`src/rtl/nx_indirect_access_mem_port.sv`:
```
// Arbitrates an SW indirect-access port and a functional port onto one single-port RAM, with a compare engine.
// Latency: grants are combinational; SW read/compare results appear 2 cycles after grant, functional read data 1 cycle after.
// Backpressure: the losing port sees no grant and must hold its request; starvation of SW is bounded by STARVE_LIMIT.
module nx_indirect_access_mem_port #(
    parameter int unsigned N_ENTRIES    = 32,
    parameter int unsigned N_DATA_BITS  = 64,
    parameter int unsigned STARVE_LIMIT = 8
) (
    input  logic                   clk,
    input  logic                   rst_n,
    input  logic                   sw_cs,
    input  logic                   sw_ce,
    input  logic                   sw_we,
    input  logic [4:0]             sw_add,
    input  logic [N_DATA_BITS-1:0] sw_wdat,
    input  logic                   yield,
    input  logic                   reset,
    output logic                   grant,
    output logic [N_DATA_BITS-1:0] sw_rdat,
    output logic                   sw_match,
    output logic [3:0]             sw_aindex,
    input  logic                   fn_req,
    input  logic                   fn_we,
    input  logic [4:0]             fn_add,
    input  logic [N_DATA_BITS-1:0] fn_wdat,
    output logic                   fn_gnt,
    output logic [N_DATA_BITS-1:0] fn_rdat,
    output logic                   fn_rvld,
    output logic                   ram_cs,
    output logic                   ram_we,
    output logic [4:0]             ram_add,
    output logic [N_DATA_BITS-1:0] ram_wdat,
    input  logic [N_DATA_BITS-1:0] ram_rdat,
    output logic                   port_err
);

    typedef enum logic [1:0] {
        CMP_IDLE = 2'd0,
        CMP_RD   = 2'd1,
        CMP_EVAL = 2'd2
    } cmp_state_e;

    cmp_state_e             state_q, state_d;
    logic [3:0]             starve_cnt_q, starve_cnt_d;
    logic                   sw_rd_pend_q, sw_rd_pend_d;
    logic                   fn_rvld_q, fn_rvld_d;
    logic [N_DATA_BITS-1:0] key_q, key_d;
    logic [4:0]             index_q, index_d;
    logic [N_DATA_BITS-1:0] sw_rdat_q, sw_rdat_d;
    logic                   sw_match_q, sw_match_d;
    logic [3:0]             sw_aindex_q, sw_aindex_d;
    logic                   port_err_q, port_err_d;
    logic                   sw_win;
    logic                   fn_win;
    logic                   cmp_hit;

    // Address width is fixed at 5 bits and wraps naturally; the marker input carries no behaviour.
    logic unused_inputs;
    assign unused_inputs = ^{reset, 32'(N_ENTRIES)};

    // Combinational arbitration, gated by reset so nothing reaches the RAM while in reset.
    always_comb begin
        sw_win   = rst_n && sw_cs &&
                   (!fn_req || yield || (starve_cnt_q == 4'(STARVE_LIMIT)));
        fn_win   = rst_n && fn_req && !sw_win;
        ram_cs   = sw_win || fn_win;
        ram_we   = 1'b0;
        ram_add  = '0;
        ram_wdat = '0;
        if (sw_win) begin
            ram_we   = sw_we && !sw_ce;
            ram_add  = sw_add;
            ram_wdat = sw_wdat;
        end else if (fn_win) begin
            ram_we   = fn_we;
            ram_add  = fn_add;
            ram_wdat = fn_wdat;
        end
    end

    always_comb begin
        starve_cnt_d = starve_cnt_q;
        if (!sw_cs || sw_win) begin
            starve_cnt_d = '0;
        end else if (starve_cnt_q != 4'hF) begin
            starve_cnt_d = starve_cnt_q + 4'd1;
        end

        sw_rd_pend_d = sw_win && !sw_ce && !sw_we;
        fn_rvld_d    = fn_win && !fn_we;
        sw_rdat_d    = sw_rd_pend_q ? ram_rdat : sw_rdat_q;

        // A compare arriving while one is in progress is flagged and dropped; ce+we runs as a compare.
        port_err_d = port_err_q ||
                     (sw_win && sw_ce && (sw_we || (state_q != CMP_IDLE)));
    end

    // Compare engine: latch key/index on grant, evaluate against RAM data the next cycle.
    always_comb begin
        state_d     = state_q;
        key_d       = key_q;
        index_d     = index_q;
        sw_match_d  = sw_match_q;
        sw_aindex_d = sw_aindex_q;
        cmp_hit     = (ram_rdat == key_q);
        case (state_q)
            CMP_IDLE: begin
                if (sw_win && sw_ce) begin
                    state_d = CMP_RD;
                    key_d   = sw_wdat;
                    index_d = sw_add;
                end
            end
            CMP_RD: begin
                state_d     = CMP_EVAL;
                sw_match_d  = cmp_hit;
                sw_aindex_d = cmp_hit ? index_q[3:0] : 4'h0;
            end
            CMP_EVAL: state_d = CMP_IDLE;
            default:  state_d = CMP_IDLE;
        endcase
    end

    always_ff @(posedge clk or negedge rst_n) begin
        if (!rst_n) begin
            state_q      <= CMP_IDLE;
            starve_cnt_q <= '0;
            sw_rd_pend_q <= 1'b0;
            fn_rvld_q    <= 1'b0;
            key_q        <= '0;
            index_q      <= '0;
            sw_rdat_q    <= '0;
            sw_match_q   <= 1'b0;
            sw_aindex_q  <= '0;
            port_err_q   <= 1'b0;
        end else begin
            state_q      <= state_d;
            starve_cnt_q <= starve_cnt_d;
            sw_rd_pend_q <= sw_rd_pend_d;
            fn_rvld_q    <= fn_rvld_d;
            key_q        <= key_d;
            index_q      <= index_d;
            sw_rdat_q    <= sw_rdat_d;
            sw_match_q   <= sw_match_d;
            sw_aindex_q  <= sw_aindex_d;
            port_err_q   <= port_err_d;
        end
    end

    assign grant     = sw_win;
    assign fn_gnt    = fn_win;
    assign sw_rdat   = sw_rdat_q;
    assign sw_match  = sw_match_q;
    assign sw_aindex = sw_aindex_q;
    assign fn_rvld   = fn_rvld_q;
    assign fn_rdat   = fn_rvld_q ? ram_rdat : '0;
    assign port_err  = port_err_q;

endmodule

```
`config.mk`:
```
export PLATFORM = sky130hd
export DESIGN_NAME = nx_indirect_access_mem_port
export DESIGN_NICKNAME = d
export VERILOG_FILES = /design/src/rtl/nx_indirect_access_mem_port.sv
export SDC_FILE = /design/constraint.sdc
export NUM_CORES = 1
export LEC_CHECK = 0
export BUFFER_PORTS_ARGS = -buffer_cell sky130_fd_sc_hd__buf_2
export CELL_PAD_IN_SITES_DETAIL_PLACEMENT = 1
export CELL_PAD_IN_SITES_GLOBAL_PLACEMENT = 1
export CORE_AREA = 2 2 162 164
export DETAILED_ROUTE_END_ITERATION = 10
export DIE_AREA = 0 0 164 166
export PLACE_DENSITY_LB_ADDON = 0.25
export SYNTH_ARGS = -nofsm -noshare
export SYNTH_HDL_FRONTEND = slang
export SYNTH_SLANG_ARGS = --single-unit
```
`constraint.sdc`:
```
create_clock -name clk -period 2.59 [get_ports clk]
set_input_delay 0.518 -clock clk [delete_from_list [all_inputs] [get_ports clk]]
set_output_delay 0.518 -clock clk [all_outputs]
set_load 0.02 [all_outputs]
```
==> reports/results.ini <==
[final_layout]
area_delta_synth_final_pct = 44.91
final_cell_count_no_fill = 1362
finalInstanceArea_um2 = 10610
mostFrequentLayoutCell = buf_2
nNetsFinal = 1227
mostFrequentLayoutCells = 404 x buf_2, 144 x dfrtp_1, 123 x mux2_2
fillCellCount = 2915
drive_gt1_frac = 0.5871
antenna_cells = 0

[sta]
relSlewSlack = 0.4135
clock.fmax_mhz = 379.4
setup_tns_ns = -0.7979
clock_skew_ns = 0.01131
final.setup.worst_slack_ns = -0.04570
hold_viol = 0
period_minus_slack_ns = 2.636
drv_slew = 0
finalCritPeriodShare = 1.018
tightest_slew_ns = 0.8769
setup_violations = 49
rsz0062_at_grt = yes

[logic_synthesis]
synthDistinctLibCells = 35
netlist_area_um2 = 7322
postSynthCellCount = 591
ys_ff_latch = 146
ys_warn_count = 0
ys.flop_type = dfrtp_1
synth_area_per_cell_um2 = 12.39
async_flop_share = 1.000
ys_seq_area_frac = 0.4990
syn-num-nets = 804
synth_edf_count = 0

[worst_setup_path]
worstSetupEndpointType = output pin
crit_required_ns = 2.07
cpMaxStageDelayCell = dfrtp_1
cp.depth = 10
arrival_ns = 2.12
cp_cell_sequence = inv_1, ha_2, nand2_2, o21ai_2, nand3_2, inv_4, nor2_4, buf_12, a22o_1, buf_6
crit_family = buffers and inverters
rr_worst_depth = 9
startpoint_type = flop
crit_buf_inv = 4
slowest_delay_ns = 0.39
path_class = reg2out
worst-path-max-fanout = 35

[power]
power_frac_seq = 0.398
switching_share = 0.3302
power_density_nw_per_um2 = 734.3
ir_worst_vdd_uv = 339.8
power.static_leakage_uw = 0.005293
pwr-share-comb = 0.292
p_switching_uw = 2572
p_int_uw = 5218
clkPwrFrac = 0.310

[detailed_routing]
dr.pass1.iters = 4
initialDrtViolationCount = 156
wl_per_cell_um = 20.41
vias = 6431
drc = 0
viasPerCell = 4.722
drt-total-wl_mm = 27.80
antenna_left = 0

[run_status]
violations = setup timing
status = finished, violations left

[placement]
io_buffers = 417
dp_cells = 1323
placed_area_um2 = 9868
dp_hpwl_mm = 22.22
routabilityCongestion = 0.7368

[global_route]
grt_pass1_wl_mm = 41.54
grt.total_usage = 0.2044
grt_pass1_vias = 6970
grt_overflow = 0
antenna_found_initial = 0
grt_max_degree = 61

[clocking]
cts_tree = done
clock_sinks = 146
h-tree-depth = 4
clk_latency_ns = 0.42
cts_buffers = 17
clockRootBuffer = clkbuf_16
clk_pin_slew_ns = 0.07
cts.path.max_buffers = 2

[flow_run]
cap_violations = 0

[die]
rows = 59
start_util = 0.2858
die_x_um = 164
design.core.area_um2 = 25620
io_pins = 419
fp.dieH_um = 166
dieArea_um2 = 27220

[hold_path]
hp-class = in2reg
hold_depth = 2

cells by family (layout without fill, tap and decap cells):
group | count (synthesis) | count (layout) | synth area share
simple gates | 118 | 118 | 0.09603
fa+ha+maj | 2 | 2 | 0.003417
xor+xnor | 58 | 58 | 0.06938
buf+inv | 48 | 484 | 0.02990
flops | 146 | 146 | 0.4990
compound gates | 86 | 86 | 0.09792
mux | 133 | 133 | 0.2044
final cells by class:
type / count / area (µm²) / share of cell area
clock buffer: 20 / 456.7 / 0.04304
clock inverter: 12 / 121.4 / 0.01144
inverter: 12 / 47.55 / 0.004481
multi-input combinational: 397 / 3471 / 0.3271
sequential: 146 / 3659 / 0.3448
tap: 335 / 419.2 / 0.03950
timing repair buffer: 440 / 2436 / 0.2296
cell usage after synthesis (all sizes together) (2+ instances only):
| master | number | area, µm² |
|---|---|---|
| dfrtp | 146 | 3654 |
| buf | 11 | 80.08 |
| nand3 | 5 | 25.02 |
| a22o | 70 | 613.1 |
| ha | 2 | 25.02 |
| nor3 | 5 | 25.02 |
| clkbuf | 25 | 93.84 |
| nor4 | 5 | 46.29 |
| nand4 | 17 | 106.4 |
| nand2 | 11 | 41.29 |
| nor2 | 6 | 22.52 |
| o22ai | 3 | 18.77 |
| o21ai | 7 | 35.03 |
| and2 | 64 | 400.4 |
| inv | 12 | 45.04 |
| mux2 | 132 | 1486 |
| xor2 | 4 | 35.03 |
| xnor2 | 54 | 473.0 |
stage by stage:
stage / hold WS, ns / utilization / total power (µW) / worst slack [ns]
final: 0.2749 / 0.4142 / 7791 / -0.04570
after global routing: 0.2626 / 0.4142 / 8241 / -0.1613
after global placement: 0.3735 / 0.3852 / 5380 / 0.1886
after floorplan: 0.2224 / - / 4405 / 0.2436
after CTS: 0.2504 / 0.4121 / 7932 / -0.1106
after detailed placement: 0.3767 / 0.3852 / 5438 / 0.1965
metal layers:
layer  routed length, µm  global-route usage
met1               11130              0.2398
met2               14680              0.3776
met3                1667             0.04520
met4                 319             0.04348
met5                   0                   0
registers in the layout, summed over array words and instances, names as in the netlist:
name	cells
sw_rdat	64
port_err	1
index_q	4
starve_cnt_q	4
key_q	64
sw_rd_pend_q	1
sw_aindex	4
state_q	2
fn_rvld	1
sw_match	1
power groups by stage:
stage,logic [µW],clock network [µW],registers [µW]
4_1_cts,2320,2500,3110
3_5_place_dp,2290,0,3150
3_3_place_gp,2260,0,3120
5_1_grt,2460,2600,3180
6_report,2280,2410,3100
2_1_floorplan,1010,0,3400
worst register-to-register path: stages (launching register included):
cell and delay, ns:
dfrtp_1 0.39, inv_1 0.06, ha_2 0.17, nand2_2 0.05
o21ai_2 0.14, nand3_2 0.12, buf_4 0.17, nor4_4 0.22
buf_12 0.34, mux2_2 0.41
worst paths after layout:
kind,from,endpoint,slack (ns)
worst min-delay path,fn_we,fn_rvld,0.27
min in group asynchronous,rst_n,starve_cnt_q[0],0.30
worst max-delay path,starve_cnt_q[0],ram_wdat[42],-0.05
worst min register to register,port_err,port_err,0.49
max in group asynchronous,rst_n,fn_rvld,1.23
worst max register to register,starve_cnt_q[0],key_q[31],0.39
what timing repair did:
action,4_1_cts,5_1_grt
gates resized for setup,17,14
endpoints found under the hold margin,17,0
endpoints found under the setup margin,72,70
pin swaps,3,2
setup buffers,3,2
hold buffers,1,0
gates cloned,1,0
No activity file was read; power rests on OpenSTA's default activity.
